<file path="config.mk">
export PLATFORM = sky130hd
export DESIGN_NAME = wb_arbiter
export DESIGN_NICKNAME = d
export VERILOG_FILES = /design/src/rtl/wb_arbiter_pkg.sv /design/src/rtl/wb_arbiter_fifo.sv /design/src/rtl/wb_arbiter.sv
export SDC_FILE = /design/constraint.sdc
export NUM_CORES = 1
export LEC_CHECK = 0
export BUFFER_PORTS_ARGS = -buffer_cell sky130_fd_sc_hd__buf_2
export CORE_MARGIN = 4
export CORE_UTILIZATION = 56
export DETAILED_ROUTE_END_ITERATION = 6
export PLACE_DENSITY_LB_ADDON = 0.2
export SYNTH_ARGS = -nofsm -noshare
export SYNTH_HDL_FRONTEND = slang
export SYNTH_SLANG_ARGS = --single-unit
</file>
<file path="constraint.sdc">
create_clock -name clk -period 3.4 [get_ports clk]
set_input_delay 0.17 -clock clk [delete_from_list [all_inputs] [get_ports clk]]
set_output_delay 0.17 -clock clk [all_outputs]
set_load 0.03 [all_outputs]
</file>
<file path="src/rtl/wb_arbiter_pkg.sv">
// Shared register-file geometry and write-back defaults for wb_arbiter.
package wb_arbiter_pkg;

   localparam int RegBus     = 32;  // register data width
   localparam int RegAddrBus = 5;   // register address width
   localparam int RegNum     = 32;  // number of architectural registers
   localparam int WbQDepth   = 4;   // memory write FIFO depth

   // Source selected for this cycle's register-file write
   typedef enum logic [1:0] {
      SRC_NONE,
      SRC_ALU,
      SRC_FIFO,
      SRC_BYP
   } wb_src_e;

endpackage

</file>
<file path="src/rtl/wb_arbiter_fifo.sv">
// wb_fifo: circular memory-result queue with per-entry valid bits.
// Entries whose destination is overwritten by a younger ALU write are
// invalidated in place; a pop skips over them to the first live entry
// in the same cycle, and a pop with no live entry flushes the dead ones.
module wb_fifo
   import wb_arbiter_pkg::*;
#(
   parameter int DATA_W = RegBus,
   parameter int ADDR_W = RegAddrBus,
   parameter int QDEPTH = WbQDepth,
   localparam int PW    = $clog2(QDEPTH),
   localparam int CW    = PW + 1
) (
   input  logic                   clk,
   input  logic                   rst,
   input  logic                   push_i,
   input  logic [ADDR_W-1:0]      push_addr_i,
   input  logic [DATA_W-1:0]      push_data_i,
   input  logic                   pop_i,
   input  logic                   inv_i,
   input  logic [ADDR_W-1:0]      inv_addr_i,
   output logic                   full_o,
   output logic                   any_valid_o,
   output logic [ADDR_W-1:0]      head_addr_o,
   output logic [DATA_W-1:0]      head_data_o,
   output logic [CW-1:0]          count_o,
   output logic [2**ADDR_W-1:0]   pend_mask_o
);

   logic [ADDR_W-1:0] addr_q [QDEPTH];
   logic [DATA_W-1:0] data_q [QDEPTH];
   logic [QDEPTH-1:0] vld_q, vld_d;
   logic [PW-1:0]     rd_q, rd_d, wr_q, wr_d;
   logic [CW-1:0]     cnt_q, cnt_d, popn;
   logic [PW-1:0]     idx, hit_idx, hit_off;
   logic              found;

   // Locate the oldest live entry; valid bits outside the occupied window are always 0
   always_comb begin
      found   = 1'b0;
      hit_off = '0;
      hit_idx = rd_q;
      idx     = rd_q;
      for (int unsigned i = 0; i < QDEPTH; i++) begin
         idx = rd_q + PW'(i);
         if (!found && vld_q[idx]) begin
            found   = 1'b1;
            hit_off = PW'(i);
            hit_idx = idx;
         end
      end
   end

   // Next-state for pointers, count and valid bits
   always_comb begin
      popn = '0;
      if (pop_i) popn = found ? CW'(hit_off) + CW'(1) : cnt_q;
      vld_d = vld_q;
      if (inv_i) begin
         for (int unsigned i = 0; i < QDEPTH; i++)
            if (vld_q[i] && addr_q[i] == inv_addr_i) vld_d[i] = 1'b0;
      end
      if (pop_i && found) vld_d[hit_idx] = 1'b0;
      if (push_i) vld_d[wr_q] = 1'b1;
      rd_d  = rd_q + PW'(popn);
      wr_d  = push_i ? wr_q + PW'(1) : wr_q;
      cnt_d = cnt_q + CW'(push_i) - popn;
   end

   // Pending-destination mask over live entries
   always_comb begin
      pend_mask_o = '0;
      for (int unsigned i = 0; i < QDEPTH; i++)
         if (vld_q[i]) pend_mask_o[addr_q[i]] = 1'b1;
   end

   // Control state register
   always_ff @(posedge clk) begin
      if (!rst) begin
         vld_q <= '0;
         rd_q  <= '0;
         wr_q  <= '0;
         cnt_q <= '0;
      end else begin
         vld_q <= vld_d;
         rd_q  <= rd_d;
         wr_q  <= wr_d;
         cnt_q <= cnt_d;
      end
   end

   // Entry storage, written on push
   always_ff @(posedge clk) begin
      if (push_i) begin
         addr_q[wr_q] <= push_addr_i;
         data_q[wr_q] <= push_data_i;
      end
   end

   assign full_o      = (cnt_q == CW'(QDEPTH));
   assign any_valid_o = found;
   assign head_addr_o = addr_q[hit_idx];
   assign head_data_o = data_q[hit_idx];
   assign count_o     = cnt_q;

endmodule

</file>
<file path="src/rtl/wb_arbiter.sv">
// wb_arbiter: owns the register-file write port, merging ALU results
// (highest priority) with queued memory results, one write per cycle.
// Optional feature macro: WB_BYPASS_EN lets a memory result into an idle
// arbiter go straight to the write port without occupying a FIFO slot.
module wb_arbiter
   import wb_arbiter_pkg::*;
#(
   parameter int DATA_W = RegBus,
   parameter int ADDR_W = RegAddrBus,
   parameter int QDEPTH = WbQDepth
) (
   input  logic                     clk,
   input  logic                     rst,
   input  logic                     alu_valid,
   input  logic [ADDR_W-1:0]        alu_waddr,
   input  logic [DATA_W-1:0]        alu_wdata,
   input  logic                     mem_valid,
   output logic                     mem_ready,
   input  logic [ADDR_W-1:0]        mem_waddr,
   input  logic [DATA_W-1:0]        mem_wdata,
   output logic                     we,
   output logic [ADDR_W-1:0]        waddr,
   output logic [DATA_W-1:0]        wdata,
   output logic [2**ADDR_W-1:0]     pend_mask,
   output logic [$clog2(QDEPTH):0]  q_count
);

   logic              we_q, we_d;
   logic [ADDR_W-1:0] waddr_q, waddr_d;
   logic [DATA_W-1:0] wdata_q, wdata_d;
   logic              alu_issue, mem_acc, q_full, q_any, q_push, q_pop;
   logic [ADDR_W-1:0] q_addr;
   logic [DATA_W-1:0] q_data;
   wb_src_e           src;

   assign alu_issue = alu_valid && (alu_waddr != '0);
   assign mem_ready = rst && !q_full;
   // x0 results are consumed here and never reach the queue
   assign mem_acc   = mem_valid && mem_ready && (mem_waddr != '0);
   assign q_push    = mem_acc && (src != SRC_BYP);
   assign q_pop     = !alu_issue && (q_count != '0);

   wb_fifo #(
      .DATA_W (DATA_W),
      .ADDR_W (ADDR_W),
      .QDEPTH (QDEPTH)
   ) u_fifo (
      .clk         (clk),
      .rst         (rst),
      .push_i      (q_push),
      .push_addr_i (mem_waddr),
      .push_data_i (mem_wdata),
      .pop_i       (q_pop),
      .inv_i       (alu_issue),
      .inv_addr_i  (alu_waddr),
      .full_o      (q_full),
      .any_valid_o (q_any),
      .head_addr_o (q_addr),
      .head_data_o (q_data),
      .count_o     (q_count),
      .pend_mask_o (pend_mask)
   );

   // Priority select: ALU, then oldest live queue entry, then optional bypass
   always_comb begin
      src     = SRC_NONE;
      we_d    = 1'b0;
      waddr_d = waddr_q;
      wdata_d = wdata_q;
      if (alu_issue) begin
         src = SRC_ALU;
      end else if (q_any) begin
         src = SRC_FIFO;
      end
`ifdef WB_BYPASS_EN
      else if (mem_acc) begin
         src = SRC_BYP;
      end
`endif
      case (src)
         SRC_ALU:  begin we_d = 1'b1; waddr_d = alu_waddr; wdata_d = alu_wdata; end
         SRC_FIFO: begin we_d = 1'b1; waddr_d = q_addr;    wdata_d = q_data;    end
         SRC_BYP:  begin we_d = 1'b1; waddr_d = mem_waddr; wdata_d = mem_wdata; end
         default:  ;
      endcase
   end

   // Registered write port
   always_ff @(posedge clk) begin
      if (!rst) begin
         we_q    <= 1'b0;
         waddr_q <= '0;
         wdata_q <= '0;
      end else begin
         we_q    <= we_d;
         waddr_q <= waddr_d;
         wdata_q <= wdata_d;
      end
   end

   assign we    = we_q;
   assign waddr = waddr_q;
   assign wdata = wdata_q;

endmodule
</file>
==> qor.txt <==
Drt pass-1 iters: 5
Clock Tree Buf Depth: 2
Syn Inst Count: 768
Syn_nets: 853
DIE AREA: 18,300 um^2
Seq cells post-synth: 197
Via count: 7,536
Worst-Margin Slew: 1.20 ns
Total power draw: 6.56 mW
XOR/XNOR share of the synthesized area: 0.0242
Routability cong.: 0.947
Antenna violations before repair: 2
Crit path largest cell delay: 0.67 ns
Beginning of the worst hold path: alu_wdata[21]
Top FF cell, synth: edfxtp_1
Clk sink count: 197
Peak VDD IR: 536 uV
Number of synthesized flops with an enable pin: 148
Hold Vio Cnt, Final: 0
Hold depth: 3
Vias per cell: 6.40
Max Cap Viol: 0
PwrDens: 585 nW/um^2
Worst flop-to-flop path endpoint: u_fifo.count_o[2]$_SDFF_PN0_
Async SR Flop Fraction: 0
Clock buffer count from CTS: 17
Post-layout min period: 2.97 ns
Max-slew headroom at the worst pin: 0.198
Port Buf Inserts: 151
Simple-gate share of the synthesized area: 0.123
Critical Path Slowest Stage Cell: dfxtp_1
Hold/Removal Path Class: input pin to flip-flop
Crit path capture type: flip-flop
Vias in the first global route: 7,574
Register area share after synthesis: 0.599
R2R setup slack: 0.43 ns
Drt drc: 0
Outcome: complete, no violations
CTS resizes: 0
Row count: 46
First-pass GRT wire length: 41.5 mm
Worst skew pair latency: 0.44 ns
Area growth, synth to finish: 23.7%
H-Tree Depth: 4
Chip height: 135 um
Synth Area in Adders: 0.0105
Syn. warnings: 0
R2R cell count: 10
Root buf cell: clkbuf_16
Setup TNS: 0 ns
Core box area: 15,900 um^2
Synth Area in Compound Gates: 0.200
Fin util: 0.706
Worst-path fanout max: 14
Slew Viols, Final: 0
Top delay family on crit path: compound AO/OA/AOI/OAI gates
Setup CP Type: flip-flop to flip-flop
Hold path endpoint: wdata[21]$_SDFFE_PN0P_
Overall Global Routing Usage: 0.293
Final Cycle Share: 0.873
Routed WL: 26.6 mm
Reg clk slew, reported paths: 0.07 ns
Leakage power: 4.25 nW
Unique masters post-synth: 67
Post-Syn Area per Cell: 11.8 um^2
Largest net degree at the start of global routing: 41
DP HPWL: 16.9 mm
Nets: 1,032
Post-synthesis mux area share: 0.00359
CP arrival: 3.29 ns
Layout cell share with drive strength beyond 1: 0.246
Die extent in x: 135 um
Crit path buf inv count: 1
Fmax: 0.337 GHz
Mapped cell area: 9060 um^2
RSZ-0062 raised after global routing: false
WL/cell: 22.6 um
Startpoint types: flip-flop
Cells along the critical path: inv_1 -> a31oi_1 -> o2111ai_1 -> a21oi_2 -> xor2_1 -> ha_1 -> fa_1 -> xnor2_1 -> nor2_1 -> a31o_2
Antenna Nets Post-Route: 0
CTS tree: done
Grt total ovfl: 0
Setup ws final: 0.430 ns
Finish-stage setup viols: 0
Place WS: 0.494 ns
Clk_skew: 0.0147 ns
Worst path depth: 10
Main combinational cell family by area after synthesis: compound AO/OA/AOI/OAI gates
Initial Util: 0.571
WP data required: 3.72 ns
Initial drt markers: 848
Top-Level Pins: 152
Critical R2R Launch: u_fifo.rd_q[1]$_SDFF_PN0_
-- placed cells by master, fill, tap and decap left out, types with 14 or more instances in the layout --
master and n:
a21oi_1 49, a222oi_1 29, a22oi_1 25, and3_1 33, buf_2 151, buf_4 24
clkbuf_16 17, dfxtp_1 49, dlygate4sd3_1 47, edfxtp_1 148, inv_1 16, nand2_1 95
nand3_1 14, nor2_1 26, o221ai_1 24, o2bb2ai_1 29, xnor2_1 16
-- metal layers --
metal / GRT usage / wire length, um / part of all wire / vias to the layer above
li1: - / - / - / 3371
met1: 0.387 / 10800 / 0.40 / 3661
met2: 0.476 / 12900 / 0.48 / 436
met3: 0.0665 / 2320 / 0.087 / 64
met4: 0.109 / 636 / 0.024 / 4
met5: 0 / 27 / 0.0010 / -
-- repair_timing --
| action | 4_1_cts | 5_1_grt |
|---|---|---|
| buffers inserted | 0 | 0 |
| hold buffers | 47 | 0 |
| hold endpoints to repair | 158 | 0 |
| endpoints found under the setup margin | 0 | 0 |
-- flip-flops by register name, indices dropped and copies added (netlist names) --
name	cells
u_fifo.rd_q	2
we	1
waddr	5
u_fifo.addr_q	20
wdata	32
u_fifo.wr_q	2
u_fifo.vld_q	4
u_fifo.data_q	128
u_fifo.count_o	3
-- worst register-to-register path: stages, from the launching register on --
cell       delay [ns]
dfxtp_1          0.67
inv_1            0.28
a31oi_1          0.20
o2111ai_1        0.24
a21oi_2          0.27
xor2_1           0.10
ha_1             0.21
fa_1             0.38
xnor2_1          0.20
nor2_1           0.06
a31o_2           0.26
-- stage by stage --
step | instances | hold WS [ns] | area (um^2)
4_1_cts | 1176 | 0.000959 | 11200
3_3_place_gp | 1097 | 0.381 | 10100
5_1_grt | 1176 | 0.0237 | 11200
2_1_floorplan | 768 | 0.269 | 9060
3_5_place_dp | 1097 | 0.385 | 10100
6_report | 1177 | 0.0114 | 11200
-- how the worst max path moves through the flow --
stage	to	start	slack, ns
2_1_floorplan	u_fifo.addr_q[0][0]$_DFFE_PP_	u_fifo.count_o[0]$_SDFF_PN0_	0.38
3_3_place_gp	u_fifo.count_o[2]$_SDFF_PN0_	u_fifo.vld_q[0]$_SDFF_PN0_	0.55
3_5_place_dp	u_fifo.count_o[2]$_SDFF_PN0_	alu_waddr[1]	0.49
4_1_cts	u_fifo.count_o[2]$_SDFF_PN0_	u_fifo.rd_q[1]$_SDFF_PN0_	0.49
5_1_grt	u_fifo.count_o[2]$_SDFF_PN0_	u_fifo.rd_q[1]$_SDFF_PN0_	0.23
6_report	u_fifo.count_o[2]$_SDFF_PN0_	u_fifo.rd_q[1]$_SDFF_PN0_	0.43
-- layout make-up --
class,count,area (um^2)
sequential,197,5430
fill,1147,4670
inverter,16,60.1
tap,216,270
multi-input combinational,489,3340
timing repair buffer,226,1490
clock buffer,19,443
clock inverter,13,186
antenna,1,2.50
-- synthesized netlist by cell type (all sizes together), types with 2 or more instances --
cell type	number	area [um^2]
a31oi	3	18.8
or2	2	12.5
nor2b	3	18.8
nand2	96	368
a21oi	51	263
nor3b	7	52.6
o2bb2ai	29	254
or3	6	37.5
a221oi	11	128
xor2	9	78.8
and3b	2	17.5
nor4	2	18.8
xnor2	16	140
o41ai	4	35.0
buf	27	156
o21a	5	37.5
edfxtp	148	4440
nand2b	2	12.5
or3b	2	17.5
nor3	4	20.0
nand3b	8	60.1
and3	33	206
inv	16	60.1
ha	6	75.1
dfxtp	49	981
a222oi	29	290
o211ai	7	52.6
or4	2	18.8
nor2	28	110
a221o	9	90.1
mux2	2	22.5
clkbuf	39	146
and2	8	50.1
a22oi	25	188
nand3	14	70.1
o21ai	17	96.4
o221ai	24	210
o22ai	5	31.3
o31ai	2	15.0
-- power breakdown --
part | switching [mW] | internal [mW]
clock | 0.916 | 1.20
combinational | 0.989 | 0.582
sequential | 0.125 | 2.74
total | 2.03 | 4.53
-- cells by family after synthesis --
logic type               Yosys count
AND/OR/NAND/NOR                  222
flip-flops                       197
AO/OA/AOI/OAI                    232
adder cells (fa/ha/maj)            7
XOR/XNOR                          25
multiplexers                       3
buffers and inverters             82
No activity file was read; power rests on OpenSTA's default activity.
